File: src/rtl/lsu_pkg.sv
`default_nettype none
`timescale 1ns/1ps
// ============================================================================
// Module   : lsu_pkg
// Purpose  : Shared definitions for the load/store unit. Holds the RISC-V
//            width codes, the FSM state type and the legality/alignment
//            helpers used when a request is accepted.
// Contents : LS_B/LS_H/LS_W/LS_BU/LS_HU   funct3 width codes
//            lsu_state_e                  controller state encoding
//            lsu_illegal()                unknown width or unsigned store
//            lsu_misaligned()             address not aligned to access size
// Revision : 1.0  initial release
// ============================================================================
package lsu_pkg;

  localparam logic [2:0] LS_B  = 3'b000;
  localparam logic [2:0] LS_H  = 3'b001;
  localparam logic [2:0] LS_W  = 3'b010;
  localparam logic [2:0] LS_BU = 3'b100;
  localparam logic [2:0] LS_HU = 3'b101;

  typedef enum logic [2:0] {
    ST_IDLE   = 3'd0,
    ST_ACCESS = 3'd1,
    ST_RMW_RD = 3'd2,
    ST_RMW_WR = 3'd3,
    ST_RESP   = 3'd4
  } lsu_state_e;

  // Unknown width codes are illegal; the unsigned variants exist only for loads.
  function automatic logic lsu_illegal(input logic i_we, input logic [2:0] i_funct3);
    logic r_bad;
    case (i_funct3)
      LS_B, LS_H, LS_W: r_bad = 1'b0;
      LS_BU, LS_HU:     r_bad = i_we;
      default:          r_bad = 1'b1;
    endcase
    return r_bad;
  endfunction

  function automatic logic lsu_misaligned(input logic [2:0] i_funct3, input logic [1:0] i_addr_lo);
    logic r_mis;
    case (i_funct3)
      LS_H, LS_HU: r_mis = i_addr_lo[0];
      LS_W:        r_mis = |i_addr_lo;
      default:     r_mis = 1'b0;
    endcase
    return r_mis;
  endfunction

endpackage
`default_nettype wire

File: src/rtl/lsu_align.sv
`default_nettype none
`timescale 1ns/1ps
// ============================================================================
// Module   : lsu_align
// Purpose  : Combinational lane logic. Extracts and extends the byte/half/word
//            lane of a memory word for loads, and merges store data into a
//            word for read-modify-write stores.
// Ports    : i_funct3   width code of the access
//            i_addr_lo  byte offset within the word
//            i_word     memory word (load source or merge base)
//            i_wdata    store data, low byte/halfword used for sub-word stores
//            o_load     extended load result
//            o_merged   i_word with the addressed lane replaced by store data
// Revision : 1.0  initial release
// ============================================================================
module lsu_align
  import lsu_pkg::*;
#(
  parameter int XLEN = 32
) (
  input  logic [2:0]      i_funct3,
  input  logic [1:0]      i_addr_lo,
  input  logic [XLEN-1:0] i_word,
  input  logic [XLEN-1:0] i_wdata,
  output logic [XLEN-1:0] o_load,
  output logic [XLEN-1:0] o_merged
);

  logic [4:0]      w_shamt;
  logic [XLEN-1:0] w_lane;
  logic [XLEN-1:0] w_mask;

  // Legal halfword/word offsets have their low bits clear, so one byte-granular
  // shift serves every width.
  assign w_shamt = {i_addr_lo, 3'b000};
  assign w_lane  = i_word >> w_shamt;

  always_comb begin
    o_load = w_lane;
    case (i_funct3)
      LS_B:    o_load = {{(XLEN-8){w_lane[7]}}, w_lane[7:0]};
      LS_H:    o_load = {{(XLEN-16){w_lane[15]}}, w_lane[15:0]};
      LS_BU:   o_load = {{(XLEN-8){1'b0}}, w_lane[7:0]};
      LS_HU:   o_load = {{(XLEN-16){1'b0}}, w_lane[15:0]};
      default: o_load = w_lane;
    endcase
  end

  always_comb begin
    w_mask = {XLEN{1'b1}};
    case (i_funct3)
      LS_B, LS_BU: w_mask = {{(XLEN-8){1'b0}}, 8'hFF} << w_shamt;
      LS_H, LS_HU: w_mask = {{(XLEN-16){1'b0}}, 16'hFFFF} << w_shamt;
      default:     w_mask = {XLEN{1'b1}};
    endcase
  end

  assign o_merged = (i_word & ~w_mask) | ((i_wdata << w_shamt) & w_mask);

endmodule
`default_nettype wire

File: src/rtl/lsu_rmw.sv
`default_nettype none
`timescale 1ns/1ps
// ============================================================================
// Module   : lsu_rmw
// Purpose  : Load/store unit between execute and a word-organised data memory.
//            One request at a time; rejects illegal/misaligned accesses without
//            touching memory, extends sub-word loads, and performs sub-word
//            stores as a read-modify-write of the containing word.
// Ports    : clk_i, rst_i (async, active-high)
//            req_i/we_i/funct3_i/addr_i/wdata_i  request, sampled when ready_o
//            ready_o  idle      done_o  completion pulse
//            rdata_o  load data held until next done    err_o  bad request
//            mem_cs_n_o/mem_we_o/mem_addr_o/mem_wdata_o/mem_rdata_i  memory
// Revision : 1.0  initial release
// ============================================================================
module lsu_rmw
  import lsu_pkg::*;
#(
  parameter int XLEN = 32
) (
  input  logic            clk_i,
  input  logic            rst_i,
  input  logic            req_i,
  input  logic            we_i,
  input  logic [2:0]      funct3_i,
  input  logic [XLEN-1:0] addr_i,
  input  logic [XLEN-1:0] wdata_i,
  output logic            ready_o,
  output logic            done_o,
  output logic [XLEN-1:0] rdata_o,
  output logic            err_o,
  output logic            mem_cs_n_o,
  output logic            mem_we_o,
  output logic [XLEN-1:0] mem_addr_o,
  output logic [XLEN-1:0] mem_wdata_o,
  input  logic [XLEN-1:0] mem_rdata_i
);

  lsu_state_e      r_state;
  logic            r_we;
  logic            r_err;
  logic [2:0]      r_funct3;
  logic [XLEN-1:0] r_addr;
  logic [XLEN-1:0] r_wdata;
  logic [XLEN-1:0] r_rdata;
  logic [XLEN-1:0] r_merge;

  logic            w_bad;
  logic            w_in_mem;
  logic [XLEN-1:0] w_word;
  logic [XLEN-1:0] w_load;
  logic [XLEN-1:0] w_merged;

  assign w_bad = lsu_illegal(we_i, funct3_i) || lsu_misaligned(funct3_i, addr_i[1:0]);

  // The lane logic sees live memory data for loads and the captured word
  // while writing back a merged store.
  assign w_word = (r_state == ST_RMW_WR) ? r_merge : mem_rdata_i;

  lsu_align #(
    .XLEN (XLEN)
  ) u_align (
    .i_funct3  (r_funct3),
    .i_addr_lo (r_addr[1:0]),
    .i_word    (w_word),
    .i_wdata   (r_wdata),
    .o_load    (w_load),
    .o_merged  (w_merged)
  );

  always_ff @(posedge clk_i or posedge rst_i) begin
    if (rst_i) begin
      r_state  <= ST_IDLE;
      r_we     <= 1'b0;
      r_err    <= 1'b0;
      r_funct3 <= 3'b000;
      r_addr   <= '0;
      r_wdata  <= '0;
      r_rdata  <= '0;
      r_merge  <= '0;
    end else begin
      case (r_state)
        ST_IDLE: begin
          if (req_i) begin
            r_we     <= we_i;
            r_funct3 <= funct3_i;
            r_addr   <= addr_i;
            r_wdata  <= wdata_i;
            r_err    <= w_bad;
            if (w_bad)
              r_state <= ST_RESP;
            else if (we_i && (funct3_i != LS_W))
              r_state <= ST_RMW_RD;
            else
              r_state <= ST_ACCESS;
          end
        end
        ST_ACCESS: begin
          if (!r_we)
            r_rdata <= w_load;
          r_state <= ST_RESP;
        end
        ST_RMW_RD: begin
          r_merge <= mem_rdata_i;
          r_state <= ST_RMW_WR;
        end
        ST_RMW_WR: begin
          r_state <= ST_RESP;
        end
        ST_RESP: begin
          r_state <= ST_IDLE;
        end
        default: begin
          r_state <= ST_IDLE;
        end
      endcase
    end
  end

  assign w_in_mem = (r_state == ST_ACCESS) || (r_state == ST_RMW_RD) || (r_state == ST_RMW_WR);

  assign ready_o    = (r_state == ST_IDLE);
  assign done_o     = (r_state == ST_RESP);
  assign err_o      = (r_state == ST_RESP) && r_err;
  assign rdata_o    = r_rdata;

  // Memory strobes decode straight from the state register, so an async reset
  // removes a pending write immediately.
  assign mem_cs_n_o = !w_in_mem;
  assign mem_we_o   = ((r_state == ST_ACCESS) && r_we) || (r_state == ST_RMW_WR);
  assign mem_addr_o = {r_addr[XLEN-1:2], 2'b00};

  always_comb begin
    mem_wdata_o = '0;
    case (r_state)
      ST_ACCESS: mem_wdata_o = r_we ? r_wdata : '0;
      ST_RMW_WR: mem_wdata_o = w_merged;
      default:   mem_wdata_o = '0;
    endcase
  end

endmodule
`default_nettype wire

File: config.mk
export PLATFORM = sky130hd
export DESIGN_NAME = lsu_rmw
export DESIGN_NICKNAME = d
export VERILOG_FILES = /design/src/rtl/lsu_pkg.sv /design/src/rtl/lsu_align.sv /design/src/rtl/lsu_rmw.sv
export SDC_FILE = /design/constraint.sdc
export NUM_CORES = 1
export LEC_CHECK = 0
export CORE_MARGIN = 2
export CORE_UTILIZATION = 49
export CTS_BUF_LIST = sky130_fd_sc_hd__clkbuf_4
export DETAILED_ROUTE_END_ITERATION = 16
export PLACE_DENSITY = 0.8
export SYNTH_ARGS = -nofsm -noshare
export SYNTH_HDL_FRONTEND = slang
export SYNTH_HIERARCHICAL = 1
export SYNTH_SLANG_ARGS = --single-unit
File: constraint.sdc
create_clock -name clk_i -period 5.3 [get_ports clk_i]
set_input_delay 1.06 -clock clk_i [delete_from_list [all_inputs] [get_ports clk_i]]
set_output_delay 1.06 -clock clk_i [all_outputs]
set_load 0.01 [all_outputs]
Yosys cells after proc, flatten, opt, wreduce, memory -nomap -nowiden

Cells that the tools add are included.

Bits in registers: 136
Latch bits: 0
Bits in writable memories: 0
ROM bits: 0
Logic and storage cells: 61
Memories kept: 0

Add/subtract/negate cells: 0
Multiply operators: 0
Div/mod/pow operators: 0
Order comparisons: 0
Eq/ne operators: 13
Shift-type cells: 4
Multiplexer cells: 11
Bitwise gates (word level): 5
Reductions and logical operators: 20

Operators by type and width:

| kind                                                  | count |
|---|---|
| one-hot mux 32 bit (2 select lines)                   | 2 |
| one-hot mux 32 bit (4 select lines)                   | 1 |
| bitwise AND 32 bit                                    | 2 |
| 2-to-1 mux 32 bit                                     | 2 |
| NOT 32 bit                                            | 1 |
| bitwise OR 32 bit                                     | 1 |
| left shift 16 x 5 -> 32 bit, first input constant     | 1 |
| left shift 32 x 5 -> 32 bit                           | 1 |
| left shift 8 x 5 -> 32 bit, first input constant      | 1 |
| right shift 32 x 5 -> 32 bit                          | 1 |
| equality test 3 bit, second input constant            | 5 |
| OR reduction 2 bit                                    | 6 |
| equality test 3 x 1 -> 1 bit, second input constant   | 3 |
| equality test 3 x 2 -> 1 bit, second input constant   | 3 |
| logical NOT 3 bit                                     | 3 |
| one-hot mux 3 bit (3 select lines)                    | 1 |
| 2-to-1 mux 3 bit                                      | 2 |
| logical OR 1 bit                                      | 4 |
| one-hot mux 1 bit (2 select lines)                    | 2 |
| AND reduction 2 bit                                   | 2 |
| logical AND 1 bit                                     | 3 |
| inequality test 3 x 2 -> 1 bit, second input constant | 1 |
| OR reduction 3 bit                                    | 1 |
| 2-to-1 mux 2 bit                                      | 1 |
| other kinds (3)                                       | 3 |

Longest topological paths before layout

Gate-level depths: netlist of the first run.

Depth in word-level cells: 7
Mapped depth: 11
Depth with buffers taken out: 7

Modules after synthesis

The synthesis of the first run kept the hierarchy.

By module, submodules not included:

| module    | instances | cells an instance | area each (um^2) | sequential area each (um^2) |
|---|---|---|---|---|
| lsu_rmw   | 1         | 420               | 6,118.4          | 3,403.3 |
| lsu_align | 1         | 211               | 1,751.7          | 0.0 |

Worst setup path before layout of the first run

Ideal clock, no wire load.

Path type: flip-flop to output port
Start point: reg r_state[2]
End point: out mem_wdata_o[16]
Data arrival time: 1.961 ns
Setup slack: 2.279 ns
Cell stages (with the launch flop): 9
Path buffers: 3
Cells stage by stage: dfrtp_1 > buf_2 > nand2b_4 > nor2_1 > buf_2 > buf_4 > mux2_2 > mux2_2 > a22o_1

Longest elaborated chain between the ends: 5

Ends and longest elaborated chain:

| item                                | line            | text |
|---|---|---|
| from (decl)                         | lsu_rmw.sv:39   | `lsu_state_e r_state;` |
| from (signal assigned)              | lsu_rmw.sv:73   | `r_state <= ST_IDLE;` |
| from (signal assigned)              | lsu_rmw.sv:91   | `r_state <= ST_RESP;` |
| from (signal assigned)              | lsu_rmw.sv:93   | `r_state <= ST_RMW_RD;` |
| equality test 3 x 2 -> 1 bit        | lsu_rmw.sv:58   | `assign w_word = (r_state == ST_RMW_WR) ? r_merge : mem_rdata_i;` |
| 2-to-1 mux 32 bit                   | lsu_rmw.sv:58   |  |
| via w_word[16]                      | lsu_rmw.sv:50   | `logic [XLEN-1:0] w_word;` |
| bitwise AND 32 bit                  | lsu_align.sv:58 | `assign o_merged = (i_word & ~w_mask) \| ((i_wdata << w_shamt) & w_mask);` |
| bitwise OR 32 bit                   | lsu_align.sv:58 |  |
| via w_merged[16]                    | lsu_rmw.sv:52   | `logic [XLEN-1:0] w_merged;` |
| one-hot mux 32 bit (2 select lines) | lsu_rmw.sv:135  | `case (r_state)` |
| to (decl)                           | lsu_rmw.sv:35   | `output logic [XLEN-1:0] mem_wdata_o,` |

The timed path passes the listed nets, and every way through them passes these cells.

Final worst setup path of the first run

Start point: reg r_state[1]
End point: out mem_wdata_o[21]

The elaborated chain is that of the path after synthesis.

==> results of run 1 <==
[layout by cell type (no fill, tap or decap), types with 7 or more instances in the layout]
master / instances
clkbuf_4: 20
mux4_2: 7
clkdlybuf4s50_1: 201
dfrtp_1: 135
o2bb2ai_1: 8
buf_4: 10
mux2_2: 192
o211ai_1: 18
o21ai_0: 17
mux2i_1: 15
a22o_1: 40
nor2_1: 17
mux2_1: 10
nand2_1: 33
nand2b_1: 10
a221oi_1: 7
[final cells by class]
class / instances / area, sq um
Clock buffer: 20 / 150.1
Clock inverter: 12 / 128.9
Fill cell: 1288 / 5746
Inverter: 4 / 17.52
Multi-Input combinational cell: 415 / 3966
Sequential cell: 136 / 3405
Tap cell: 216 / 270.3
Timing Repair Buffer: 211 / 2087
[cell usage after synthesis (all sizes together)]
library cell  number  area [sq um]
a21oi              4         38.79
or2                4         25.03
and3b              2         17.52
buf               72         490.5
nand3b             2         15.01
nor3               4         41.29
mux2i             15         150.1
a32oi              1         27.53
a31oi              1         6.260
a22o              40         350.3
nor4b              1         23.77
and2               1         6.260
mux4               8         183.9
and2b              1         7.510
nor4               2         12.51
clkbuf             5         18.77
nand2b            11         76.32
nor3b              2         25.02
conb               1         3.750
a221oi             8         87.59
o21ai             17         85.08
o31ai              3         22.52
o211ai            18         135.1
nand2             33         123.9
mux2             204          2305
nor2              18         67.56
dfrtp            136          3403
o2bb2ai            8         70.07
nor2b              2         12.51
and3               1         6.260
o31a               1         8.760
inv                4         15.01
o21a               1         7.510
[worst max-delay path, delay by kind of cell (launching register included)]
| kind | cells | cell delay [ps] |
|---|---|---|
| multiplexers | 2 | 770 |
| buffers and inverters | 2 | 660 |
| AND/OR/NAND/NOR | 1 | 790 |
| flip-flops | 1 | 610 |
| AO/OA/AOI/OAI | 1 | 200 |
[state kept, by name, summed over array words and instances, names as in the netlist]
name / flops
r_addr: 32
r_merge: 32
r_wdata: 32
rdata_o: 32
r_funct3: 3
r_state: 3
r_err: 1
r_we: 1
[kinds of logic after synthesis]
kind of cell	Yosys count
AO/OA/AOI/OAI	102
other	1
multiplexers	227
flip-flops	136
buffers and inverters	81
AND/OR/NAND/NOR	84
[through the flow]
step | utilization | cell area (sq um)
4_1_cts | 0.6357 | 10020
2_1_floorplan | - | 7874
3_3_place_gp | 0.6180 | 9746
6_report | 0.6357 | 10020
5_1_grt | 0.6357 | 10020
3_5_place_dp | 0.6180 | 9746
[per-layer routing]
layer / share of wire / wire, um / track usage / vias to the layer above
met5: 0 / 0 / 0 / -
met4: 0.026 / 561 / 0.1001 / 0
met1: 0.42 / 9254 / 0.3496 / 2920
met3: 0.081 / 1783 / 0.07248 / 44
li1: - / - / - / 2628
met2: 0.47 / 10380 / 0.4167 / 268
[power breakdown]
group | internal [uW] | total [uW] | switching, uW
combinational | 1720 | 2990 | 1260
sequential | 1550 | 2080 | 523
clock | 293 | 685 | 392
total | 3570 | 5750 | 2180
[worst min-delay path by stage]
stage / endpoint / slack, ps / start
final: rdata_o[24]$_DFFE_PP0P_ / 510 / rdata_o[24]$_DFFE_PP0P_
after global routing: r_merge[4]$_DFFE_PP0P_ / 530 / r_merge[4]$_DFFE_PP0P_
after CTS: r_merge[3]$_DFFE_PP0P_ / 510 / r_merge[3]$_DFFE_PP0P_
after detailed placement: r_merge[3]$_DFFE_PP0P_ / 490 / r_merge[3]$_DFFE_PP0P_
after global placement: r_err$_DFFE_PP0P_ / 480 / r_err$_DFFE_PP0P_
after floorplan: r_err$_DFFE_PP0P_ / 450 / r_err$_DFFE_PP0P_
==> flow_summary.toml, run 1 <==
[global_routing]
grtUsageTotal = 0.2639
grt_start_max_net_pins = 75
antenna_found_initial = 0
grt_pass1_vias = 6058
grt.overflow.total = 0
grt_pass1_wl_mm = 33.64

[clock_tree]
post_cts_buffers = 0
path_clk_slew_ps = 110
postCtsHoldBufs = 0
clock-sinks = 136
post_cts_resized = 0
cts_root_buf = "clkbuf_4"
worstSkewPairLatency_ps = 570
cts_buffers = 17
cts_buffer_depth = 2
cts-htree-levels = 4
cts_tree = "built"

[timing]
max_freq_mhz = 213.8
timing.final.crit_share = 0.8824
rsz0062_at_grt = "no"
setup_viol = 0
finalCriticalPeriod_ps = 4677
hold_viol = 0
setup_tns_ps = 0
clock_skew_ps = 16.39
fin_ws_ps = 623.5
worstMarginPinSlew_ps = 1211
final-max-slew-violation-count = 0
max_slew_margin = 0.1904
whs_ps = 506.9

[synth]
synthesis.area_sq_um = 7870
ys_types = 46
synth_top_family_by_area = "multiplexers"
yosys.area_share.simple = 0.05851
ys_seq_elements = 136
synth_compound_area_frac = 0.1067
yosysSeqAreaShare = 0.4324
synthMuxAreaShare = 0.3353
synthXorXnorAreaFrac = 0
synth_area_per_cell_sq_um = 12.47
syn_inst = 631
synth_fa_ha_area_frac = 0
yosys_warnings = 6

[worst_setup_path]
crit_required_ps = 4240
crit_path_end_kind = "output pin"
path_class = "flip-flop to output pin"
crit_path_frequent_cell = "mux2_2"
crit_path_start_kind = "flip-flop"
regToRegEndpoint = "rdata_o[15]$_DFFE_PP0P_"
reg2regPathDepth = 7
worst_path_largest_cell_delay_ps = 790
crit_path_top_delay_cell = "nor2_4"
crit_path_end = "mem_wdata_o[21]"
path_cells = "inv_1 > nor2_4 > mux2_2 > mux2_2 > a22o_1 > clkdlybuf4s50_1"
startpoint = "r_state[1]$_DFFE_PP0P_"
critPathArrivalTime_ps = 3620
r2r_slack_ps = 1710
critical_path.max_fanout = 31
r2r-start = "r_state[1]$_DFFE_PP0P_"

[drt]
drc = 0
vias_per_cell = 5.779
drt_iter0_markers = 264
routed_wirelength_mm = 21.98
routedWlPerCell_um = 21.68
ant_nets = 0
via_count = 5860
drt_pass1_iterations = 5

[layout]
drive_gt1_frac = 0.3271
stdcell_count = 1014
areaGrowthSynthToFinish_pct = 27.38
nets = 888
antenna_cells = 0

[power_and_ir_drop]
ir_drop_v = 0.0003030
power_uw = 5749
leakage_uw = 0.003994
p_per_area_nw_per_um2 = 573.5

[floorplanning]
initial_core_util = 0.4990
die_h_um = 130.7
rows = 46
pin_count = 204
core-area_sq_um = 15770
dieArea_sq_um = 17090
die-width_um = 130.7

[outcome]
outcome = "complete, no violations"

[worst_hold_path]
hp-class = "flip-flop to flip-flop"
whs_path_depth = 1

[job]
drv_cap = 0

[place]
placedCellCount = 982
port_buffers = 201
dp_slack_ps = 1254
gp_congestion = 0.9068
dp_hpwl_mm = 16.39
No activity file was read; power rests on OpenSTA's default activity.
==> run 2: changes to the inputs <==
--- a/config.mk
+++ b/config.mk
@@ -6,10 +6,10 @@
 export NUM_CORES = 1
 export LEC_CHECK = 0
 export CORE_MARGIN = 2
-export CORE_UTILIZATION = 49
+export CORE_UTILIZATION = 44
 export CTS_BUF_LIST = sky130_fd_sc_hd__clkbuf_4
 export DETAILED_ROUTE_END_ITERATION = 16
-export PLACE_DENSITY = 0.8
+export PLACE_DENSITY = 0.73
 export SYNTH_ARGS = -nofsm -noshare
 export SYNTH_HDL_FRONTEND = slang
 export SYNTH_HIERARCHICAL = 1
==> run 2 against run 1 <==
  * Maximum frequency barely moved
  * Clock power rose by 3%
  * Worst setup slack improved by 4.6 ps
  * Combinational power barely moved
  * Largest power group unchanged
  * Sequential share of layout area barely moved
  * Clock skew rose by 1.2 ps
  * Sequential cell count did not move
  * Register-to-register slack barely moved
  * Sequential power barely moved
  * Wire length barely moved
==> flow_summary.toml, run 2 (synthesis results as in run 1) <==
[clock_tree]
cts_tree = "built"
path_clk_slew_ps = 120
postCtsHoldBufs = 0
clock-sinks = 136
worstSkewPairLatency_ps = 580
cts_buffer_depth = 2
cts_root_buf = "clkbuf_4"
cts_buffers = 17
cts-htree-levels = 4
post_cts_buffers = 0
post_cts_resized = 0

[layout]
stdcell_count = 1022
areaGrowthSynthToFinish_pct = 27.54
nets = 887
drive_gt1_frac = 0.3262
fillCellCount = 1476
final_cell_mix = "201 x clkdlybuf4s50_1, 192 x mux2_2, 135 x dfrtp_1, 40 x a22o_1, 33 x nand2_1"
regArea_sq_um = 3405
layout_commonest_cell = "clkdlybuf4s50_1"
multi_input_area_sq_um = 3966
antenna_cells = 0

[worst_setup_path]
crit_path_end = "mem_wdata_o[21]"
critPathArrivalTime_ps = 3610
path_cells = "inv_1 > nor2_4 > mux2_2 > mux2_2 > a22o_1 > clkdlybuf4s50_1"
path_buf_inv = 2
crit_path_start_kind = "flip-flop"
critical_path.max_fanout = 38
crit_path_frequent_cell = "mux2_2"
crit_family = "simple AND/OR/NAND/NOR gates"
crit_required_ps = 4240
cp.depth = 6
crit_path_top_delay_cell = "nor2_4"
worst_path_largest_cell_delay_ps = 810
reg2regPathDepth = 7
regToRegEndpoint = "rdata_o[20]$_DFFE_PP0P_"
r2r-start = "r_state[1]$_DFFE_PP0P_"
crit_path_end_kind = "output pin"
r2r_slack_ps = 1720
path_class = "flip-flop to output pin"
startpoint = "r_state[1]$_DFFE_PP0P_"

[drt]
vias_per_cell = 5.732
drt_iter0_markers = 432
drc = 0
ant_nets = 0
routed_wirelength_mm = 21.97
via_count = 5858
routedWlPerCell_um = 21.50
drt_pass1_iterations = 6

[global_routing]
grtUsageTotal = 0.2375
antenna_found_initial = 0
use_met2 = 0.3917
grt_start_max_net_pins = 74
grt_pass1_wl_mm = 33.30
grt.overflow.total = 0
grt_pass1_vias = 6027
grt_use_met1 = 0.2973
globalRoute.busiestLayer = "met2"
use_met3 = 0.07322

[place]
placedCellCount = 990
port_buffers = 201
gp_congestion = 0.8499
dp_hpwl_mm = 16.26

[power_and_ir_drop]
leakage_uw = 0.003989
p_per_area_nw_per_um2 = 574.2
ir_drop_v = 0.0003193

[timing]
setup_tns_ps = 0
timing.final.crit_share = 0.8815
setup_viol = 0
final-max-slew-violation-count = 0
worstMarginPinSlew_ps = 1372
max_slew_margin = 0.08410
finalCriticalPeriod_ps = 4672
hold_viol = 0
rsz0062_at_grt = "no"
max_freq_mhz = 214.0
clock_skew_ps = 17.59

[floorplanning]
rows = 48
die_h_um = 137.7
pin_count = 204
core-area_sq_um = 17420
die-width_um = 137.7
initial_core_util = 0.4519
dieArea_sq_um = 18970

[worst_hold_path]
hp-class = "flip-flop to flip-flop"

[outcome]
outcome = "complete, no violations"

[job]
drv_cap = 0
==> run 2: power by group <==
part / total [uW] / internal (uW) / switching [uW]
Combinational: 3010 / 1720 / 1290
Sequential: 2050 / 1550 / 496
Clock: 704 / 294 / 410
Total: 5760 / 3570 / 2190
==> run 2: how the worst min path moves through the flow <==
stage	start	end	slack [ps]	cells past startpoint
3_5_place_dp	r_err$_DFFE_PP0P_	r_err$_DFFE_PP0P_	480	2
6_report	r_err$_DFFE_PP0P_	r_err$_DFFE_PP0P_	500	2
4_1_cts	r_err$_DFFE_PP0P_	r_err$_DFFE_PP0P_	510	2
2_1_floorplan	r_err$_DFFE_PP0P_	r_err$_DFFE_PP0P_	450	2
3_3_place_gp	r_err$_DFFE_PP0P_	r_err$_DFFE_PP0P_	470	2
5_1_grt	rdata_o[24]$_DFFE_PP0P_	rdata_o[24]$_DFFE_PP0P_	530	1
==> run 2: worst register-to-register path: stages, from the launching register on <==
cell and delay, ps:
dfrtp_1 600, inv_1 180, nor2_4 810, mux2_2 480, mux2_4 280, a21oi_2 600, o211ai_1 230, mux2_2 310
==> run 2: through the flow <==
stage               instance area, sq um  setup WS, ps  power (uW)  hold WS [ps]  utilization
global route                       10040         467.1        6106         528.6       0.5763
global placement                    9749          1283        4973         467.1       0.5598
floorplan                           7874         600.5        4105         448.3            -
CTS                                10040         586.4        5777         511.7       0.5763
detailed placement                  9749          1238        5067         479.8       0.5598
finish                             10040         628.0        5763         504.2       0.5763
==> run 2: layout make-up <==
cell class / count / share of cell area
clock inverters: 13 / 0.01446
well taps: 225 / 0.02805
flip-flops and latches: 136 / 0.3392
clock buffers: 19 / 0.01421
repair buffers: 210 / 0.2072
inverters: 4 / 0.001745
multi-input cells: 415 / 0.3952
==> run 2: metal layers <==
layer | share of wire | wire length, um
met5 | 0 | 0
met4 | 0.023 | 511
met3 | 0.082 | 1804
met2 | 0.48 | 10590
met1 | 0.41 | 9064
